[src/rtl/sm_fixed_pkg.sv]
// Sign-magnitude fixed-point types and the reference add function used by the
// shared adder core.
package sm_fixed_pkg;

    localparam int SM_WIDTH = 16;

    typedef struct packed {
        logic                sign;
        logic [SM_WIDTH-2:0] mag;
    } sm_word_t;

    typedef struct packed {
        logic     ovf;
        sm_word_t word;
    } sm_sum_t;

    // Opposite signs with equal magnitudes collapse to +0, never -0.
    function automatic sm_sum_t sm_add(input sm_word_t a, input sm_word_t b);
        sm_sum_t             r;
        logic [SM_WIDTH-1:0] sum;
        r   = '0;
        sum = '0;
        if (a.sign == b.sign) begin
            sum         = {1'b0, a.mag} + {1'b0, b.mag};
            r.ovf       = sum[SM_WIDTH-1];
            r.word.sign = a.sign;
            r.word.mag  = sum[SM_WIDTH-2:0];
        end else if (a.mag > b.mag) begin
            r.word.sign = a.sign;
            r.word.mag  = a.mag - b.mag;
        end else if (b.mag > a.mag) begin
            r.word.sign = b.sign;
            r.word.mag  = b.mag - a.mag;
        end
        return r;
    endfunction

endpackage

[src/rtl/sm_add_core.sv]
// Combinational sign-magnitude adder. Uses the package function at the default
// width and an equivalent width-generic datapath otherwise.
module sm_add_core
    import sm_fixed_pkg::*;
#(
    parameter int WIDTH = SM_WIDTH
) (
    input  logic [WIDTH-1:0] op1,
    input  logic [WIDTH-1:0] op2,
    output logic [WIDTH-1:0] result,
    output logic             ovf
);

    generate
        if (WIDTH == SM_WIDTH) begin : g_pkg
            sm_sum_t sum;
            assign sum    = sm_add(sm_word_t'(op1), sm_word_t'(op2));
            assign result = sum.word;
            assign ovf    = sum.ovf;
        end else begin : g_generic
            logic             sign1, sign2;
            logic [WIDTH-2:0] mag1, mag2;
            logic [WIDTH-1:0] mag_sum;

            assign sign1 = op1[WIDTH-1];
            assign sign2 = op2[WIDTH-1];
            assign mag1  = op1[WIDTH-2:0];
            assign mag2  = op2[WIDTH-2:0];

            // NOTE: every output of a combinational block gets a default first,
            // so no path through the if/else chain can infer a latch.
            always_comb begin
                result  = '0;
                ovf     = 1'b0;
                mag_sum = '0;
                if (sign1 == sign2) begin
                    mag_sum = {1'b0, mag1} + {1'b0, mag2};
                    ovf     = mag_sum[WIDTH-1];
                    result  = {sign1, mag_sum[WIDTH-2:0]};
                end else if (mag1 > mag2) begin
                    result = {sign1, mag1 - mag2};
                end else if (mag2 > mag1) begin
                    result = {sign2, mag2 - mag1};
                end
            end
        end
    endgenerate

endmodule

[src/rtl/sm_add_arbiter.sv]
// Round-robin arbiter sharing one sign-magnitude adder between NUM_REQ
// requesters, with a single registered valid/ready output stage.
module sm_add_arbiter
    import sm_fixed_pkg::*;
#(
    parameter int NUM_REQ = 4,
    parameter int WIDTH   = SM_WIDTH,
    parameter int ID_W    = $clog2(NUM_REQ),
    parameter int CNT_W   = 16
) (
    input  logic                     clk,
    input  logic                     rst,
    input  logic [NUM_REQ-1:0]       req,
    input  logic [NUM_REQ*WIDTH-1:0] op1_flat,
    input  logic [NUM_REQ*WIDTH-1:0] op2_flat,
    output logic [NUM_REQ-1:0]       gnt,
    output logic                     res_valid,
    input  logic                     res_ready,
    output logic [WIDTH-1:0]         res_data,
    output logic [ID_W-1:0]          res_id,
    output logic                     res_ovf,
    output logic [CNT_W-1:0]         served_cnt
);

    localparam logic [ID_W:0]   NUM_REQ_W = (ID_W+1)'(NUM_REQ);
    localparam logic [ID_W-1:0] LAST_ID   = ID_W'(NUM_REQ - 1);

    logic                res_valid_q, res_valid_d;
    logic [WIDTH-1:0]    res_data_q,  res_data_d;
    logic [ID_W-1:0]     res_id_q,    res_id_d;
    logic                res_ovf_q,   res_ovf_d;
    logic [CNT_W-1:0]    served_cnt_q, served_cnt_d;
    logic [ID_W-1:0]     rr_q,        rr_d;

    logic [NUM_REQ-1:0]  req_rot;
    logic [ID_W-1:0]     prio_idx;
    logic [ID_W:0]       winner_sum;
    logic [ID_W-1:0]     winner;
    logic                accept;
    logic [WIDTH-1:0]    win_op1, win_op2;
    logic [WIDTH-1:0]    add_result;
    logic                add_ovf;

    // Rotate so that position 0 of req_rot is requester rr_q.
    always_comb begin
        req_rot = '0;
        for (int i = 0; i < NUM_REQ; i++) begin
            logic [ID_W:0] idx;
            idx = {1'b0, rr_q} + (ID_W+1)'(i);
            if (idx >= NUM_REQ_W) begin
                idx = idx - NUM_REQ_W;
            end
            req_rot[i] = req[idx[ID_W-1:0]];
        end
    end

    always_comb begin
        prio_idx = '0;
        for (int i = NUM_REQ - 1; i >= 0; i--) begin
            if (req_rot[i]) begin
                prio_idx = ID_W'(i);
            end
        end
    end

    always_comb begin
        winner_sum = {1'b0, rr_q} + {1'b0, prio_idx};
        if (winner_sum >= NUM_REQ_W) begin
            winner_sum = winner_sum - NUM_REQ_W;
        end
        winner = winner_sum[ID_W-1:0];
    end

    // No grant while reset is held: nothing is captured on those edges.
    assign accept  = !rst && (|req) && (!res_valid_q || res_ready);
    assign gnt     = accept ? (NUM_REQ'(1) << winner) : '0;
    assign win_op1 = op1_flat[winner*WIDTH +: WIDTH];
    assign win_op2 = op2_flat[winner*WIDTH +: WIDTH];

    sm_add_core #(
        .WIDTH (WIDTH)
    ) u_add_core (
        .op1    (win_op1),
        .op2    (win_op2),
        .result (add_result),
        .ovf    (add_ovf)
    );

    always_comb begin
        rr_d         = rr_q;
        res_valid_d  = res_valid_q;
        res_data_d   = res_data_q;
        res_id_d     = res_id_q;
        res_ovf_d    = res_ovf_q;
        served_cnt_d = served_cnt_q;
        if (accept) begin
            rr_d         = (winner == LAST_ID) ? '0 : winner + ID_W'(1);
            res_valid_d  = 1'b1;
            res_data_d   = add_result;
            res_id_d     = winner;
            res_ovf_d    = add_ovf;
            served_cnt_d = served_cnt_q + CNT_W'(1);
        end else if (res_valid_q && res_ready) begin
            res_valid_d = 1'b0;
        end
    end

    // NOTE: sequential state uses non-blocking assignments so every register
    // samples its pre-edge value regardless of statement order.
    always_ff @(posedge clk or posedge rst) begin
        if (rst) begin
            rr_q         <= '0;
            res_valid_q  <= 1'b0;
            res_data_q   <= '0;
            res_id_q     <= '0;
            res_ovf_q    <= 1'b0;
            served_cnt_q <= '0;
        end else begin
            rr_q         <= rr_d;
            res_valid_q  <= res_valid_d;
            res_data_q   <= res_data_d;
            res_id_q     <= res_id_d;
            res_ovf_q    <= res_ovf_d;
            served_cnt_q <= served_cnt_d;
        end
    end

    assign res_valid  = res_valid_q;
    assign res_data   = res_data_q;
    assign res_id     = res_id_q;
    assign res_ovf    = res_ovf_q;
    assign served_cnt = served_cnt_q;

endmodule

[config.mk]
export PLATFORM = sky130hd
export DESIGN_NAME = sm_add_arbiter
export DESIGN_NICKNAME = d
export VERILOG_FILES = /design/src/rtl/sm_fixed_pkg.sv /design/src/rtl/sm_add_core.sv /design/src/rtl/sm_add_arbiter.sv
export SDC_FILE = /design/constraint.sdc
export NUM_CORES = 1
export LEC_CHECK = 0
export CAP_MARGIN = 20
export CORE_MARGIN = 1.5
export CORE_UTILIZATION = 40
export DETAILED_ROUTE_END_ITERATION = 12
export PLACE_DENSITY = 0.72
export SYNTH_ARGS = -nofsm -noshare
export SYNTH_HDL_FRONTEND = slang
export SYNTH_HIERARCHICAL = 1
export SYNTH_SLANG_ARGS = --single-unit
[constraint.sdc]
create_clock -name clk -period 6.1 [get_ports clk]
set_clock_uncertainty 0.15 [all_clocks]
set_input_delay 0.61 -clock clk [delete_from_list [all_inputs] [get_ports clk]]
set_output_delay 0.61 -clock clk [all_outputs]
set_load 0.05 [all_outputs]
==> impl_metrics.env <==
export IMPL_grt_pass1_vias=4874
export IMPL_rsz0062_at_grt="false"
export IMPL_avgSynthCellArea_um2=8.824
export IMPL_start_util_pct=41.50
export IMPL_insertion_delay_ns=0.27
export IMPL_drive_gt1_share_pct=9.404
export IMPL_max_clock_path_buffers=2
export IMPL_whs_ns=0.3187
export IMPL_setup_tns_ns=0
export IMPL_synth_top_family_by_area="simple AND/OR/NAND/NOR gates"
export IMPL_ys_ff_latch=38
export IMPL_synth_cells=572
export IMPL_portBuffers=174
export IMPL_wl_per_cell_um=16.28
export IMPL_cap_violations=0
export IMPL_worst_hold_path_type="flop to flop"
export IMPL_final_util_pct=59.61
export IMPL_slowest_delay_ns=0.65
export IMPL_final_nets=941
export IMPL_crit_type="input pin to flop"
export IMPL_wl_met1_um=6797
export IMPL_relSlewSlack_pct=43.52
export IMPL_numCtsBuffers=5
export IMPL_synth_xor_area_share_pct=5.875
export IMPL_hold_violations=0
export IMPL_stdcell_area_mm2=0.007249
export IMPL_cts_tree="yes"
export IMPL_drcViolationCount=0
export IMPL_crit_slowest_cell="clkdlybuf4s50_1"
export IMPL_crit_chain="clkdlybuf4s50_1 > nor2_1 > nor3_1 > a21oi_1 > o211ai_1 > ha_2 > xor2_1 > xnor2_4 > buf_4 > mux4_2 > ha_1 > nand4_1 > or4_4 > a21oi_4 > a21o_1 > o221ai_1 > a22o_1 > nand2_1 > nand2_1"
export IMPL_core_area_mm2=0.01216
export IMPL_drtAntennaViolNets=0
export IMPL_cp_max_fo=10
export IMPL_cts_sinks=38
export IMPL_firstDrtPassIters=5
export IMPL_via_count=5145
export IMPL_synth_warning_count=6
export IMPL_yosysSeqAreaShare_pct=18.84
export IMPL_yosysMostFrequentCell="nand2_1"
export IMPL_pin_count=175
export IMPL_ys_async_sr_fraction_pct=100.0
export IMPL_grt_pass1_wl_um=23940
export IMPL_synth_area_leader_cell="dfrtp_1"
export IMPL_worst_pin_slew_ns=0.8451
export IMPL_highest_layer="met4"
export IMPL_timing_rr_start="rr_q[0]$_DFFE_PP0P_"
export IMPL_hold_end="served_cnt[15]$_DFFE_PP0P_"
export IMPL_ctsRootBufferMaster="clkbuf_16"
export IMPL_critical_path_required_ns=6.12
export IMPL_status="finished, final reports clean"
export IMPL_end_kind="flop"
export IMPL_synth_ff_type="dfrtp_1"
export IMPL_synthAdderAreaFrac_pct=13.09
export IMPL_dieWidth_um=115.3
export IMPL_synth_top_area_share_pct=18.84
export IMPL_met2_length_um=7088
export IMPL_die_area_mm2=0.01330
export IMPL_clkTransAtPathRegs_ns=0.05
export IMPL_rrSetupSlack_ns=0.92
export IMPL_synth_area_mm2=0.005047
export IMPL_min_delay_path_depth=1
export IMPL_dpl_cell_area_mm2=0.007108
export IMPL_place_gp_congestion=0.8984
export IMPL_viasPerCell=5.574
export IMPL_worst_setup_path_start_kind="input pin"
export IMPL_synthSimpleGateAreaFrac_pct=19.83
export IMPL_cts_setup_buffers=0
export IMPL_synth_edff_count=0
export IMPL_reg2reg_depth=17
export IMPL_areaGrowthSynthToFinish_pct=43.63
export IMPL_die_h_um=115.3
export IMPL_detailed_place_hpwl_um=12760
export IMPL_worstPathArrival_ns=5.78
export IMPL_synthTopCellsByArea="dfrtp_1 (19%), mux4_1 (14%), ha_1 (12%)"
export IMPL_period_share_pct=94.46
export IMPL_r2r_end="res_data[6]$_DFFE_PP0P_"
export IMPL_fin_crit_ns=5.762
export IMPL_row_count=40
export IMPL_grt_max_degree=39
export IMPL_fillerInstances=1075
export IMPL_synth_compound_area_share_pct=19.61
export IMPL_antenna_found_initial=0
export IMPL_htreeDepth=2
export IMPL_grt_usage_pct=22.55
export IMPL_syn_num_nets=758
export IMPL_yosysUniqueCellTypes=72
export IMPL_route_met3_wl_um=910
export IMPL_antennaDiodeCount=0
export IMPL_finalMaxSlewViolations=0
export IMPL_crit_top_cell="nand2_1"
export IMPL_grt_overflow_total=0
export IMPL_setup_viol=0
export IMPL_fmax_mhz=173.6
export IMPL_hold_buffers=0
export IMPL_synthMuxAreaShare_pct=16.29
export IMPL_holdCritStartpoint="served_cnt[15]$_DFFE_PP0P_"
export IMPL_wl_um=15020
export IMPL_drt_iter0_drc=367
export IMPL_synthTopCellsByCount="nand2_1 (90), ha_1 (48), inv_1 (47)"
per-layer routing:
metal	GRT usage (%)	vias up
met5	0	-
met3	1.740	19
li1	-	2471
met1	30.82	2434
met4	5.514	0
met2	38.78	221
worst max-delay path by stage:
stage                               end  slack (ns)  startpoint
2_1_floorplan  res_data[13]$_DFFE_PP0P_        0.69      req[0]
3_3_place_gp    res_data[6]$_DFFE_PP0P_        0.29      req[2]
3_5_place_dp   res_data[13]$_DFFE_PP0P_        0.13      req[2]
4_1_cts        res_data[13]$_DFFE_PP0P_        0.39      req[2]
5_1_grt        res_data[13]$_DFFE_PP0P_        0.04      req[2]
6_report        res_data[6]$_DFFE_PP0P_        0.34      req[2]
cell usage in the layout, fill, tap and decap left out, types with 7 or more instances in the layout:
cell type,instances
xor2_1,7
nand2b_1,10
nor3_1,8
nor2b_1,8
mux4_1,27
o221a_2,7
nor2_1,39
o22ai_1,10
xnor2_1,25
ha_1,47
nand2_1,90
nand4_1,7
a21oi_1,29
nand3_1,8
inv_1,47
a21o_1,8
o21ai_0,24
clkdlybuf4s50_1,174
a221oi_1,10
buf_4,30
dfrtp_1,38
state kept, by name, indices dropped and copies added (netlist names):
register    flops
res_valid       1
res_ovf         1
served_cnt     16
rr_q            2
res_data       16
res_id          2
layout make-up:
| type | instances | area (um^2) | area share (%) |
|---|---|---|---|
| clock buffer | 5 | 125.1 | 1.726 |
| timing repair buffer | 205 | 1987 | 27.41 |
| multi-input combinational | 458 | 3790 | 52.28 |
| inverter | 47 | 176.4 | 2.434 |
| tap | 168 | 210.2 | 2.900 |
| sequential | 38 | 950.9 | 13.12 |
| clock inverter | 2 | 10.01 | 0.1381 |
worst max-delay path, delay by kind of cell:
family	cells	cell delay, ns
muxes	1	0.34
adders and majority gates	2	0.72
xor gates and xnor gates	2	0.56
AOI/OAI and AO/OA	6	1.23
and+or+nand+nor	6	1.43
buffers and inverters	2	0.86
through the flow:
stage	instances	worst slack (ns)
finish	923	0.3381
global route	923	0.03575
CTS	923	0.3922
detailed placement	916	0.1294
global placement	916	0.2931
floorplan	572	0.6875
kinds of logic (layout without fill, tap and decap cells):
| group | after synthesis | in the layout |
|---|---|---|
| compound gates | 138 | 138 |
| xor+xnor | 33 | 33 |
| fa+ha+maj | 51 | 51 |
| buf+inv | 76 | 259 |
| flops | 38 | 38 |
| mux | 32 | 32 |
| simple gates | 204 | 204 |
repair_timing:
action	CTS	global route
setup endpoints to repair	0	1
hold endpoints to repair	0	0
gates resized for setup	0	1
Power is left out: the tool's default activity adds up to more than one toggle a clock period on the data nets, which glitch-free logic cannot reach.
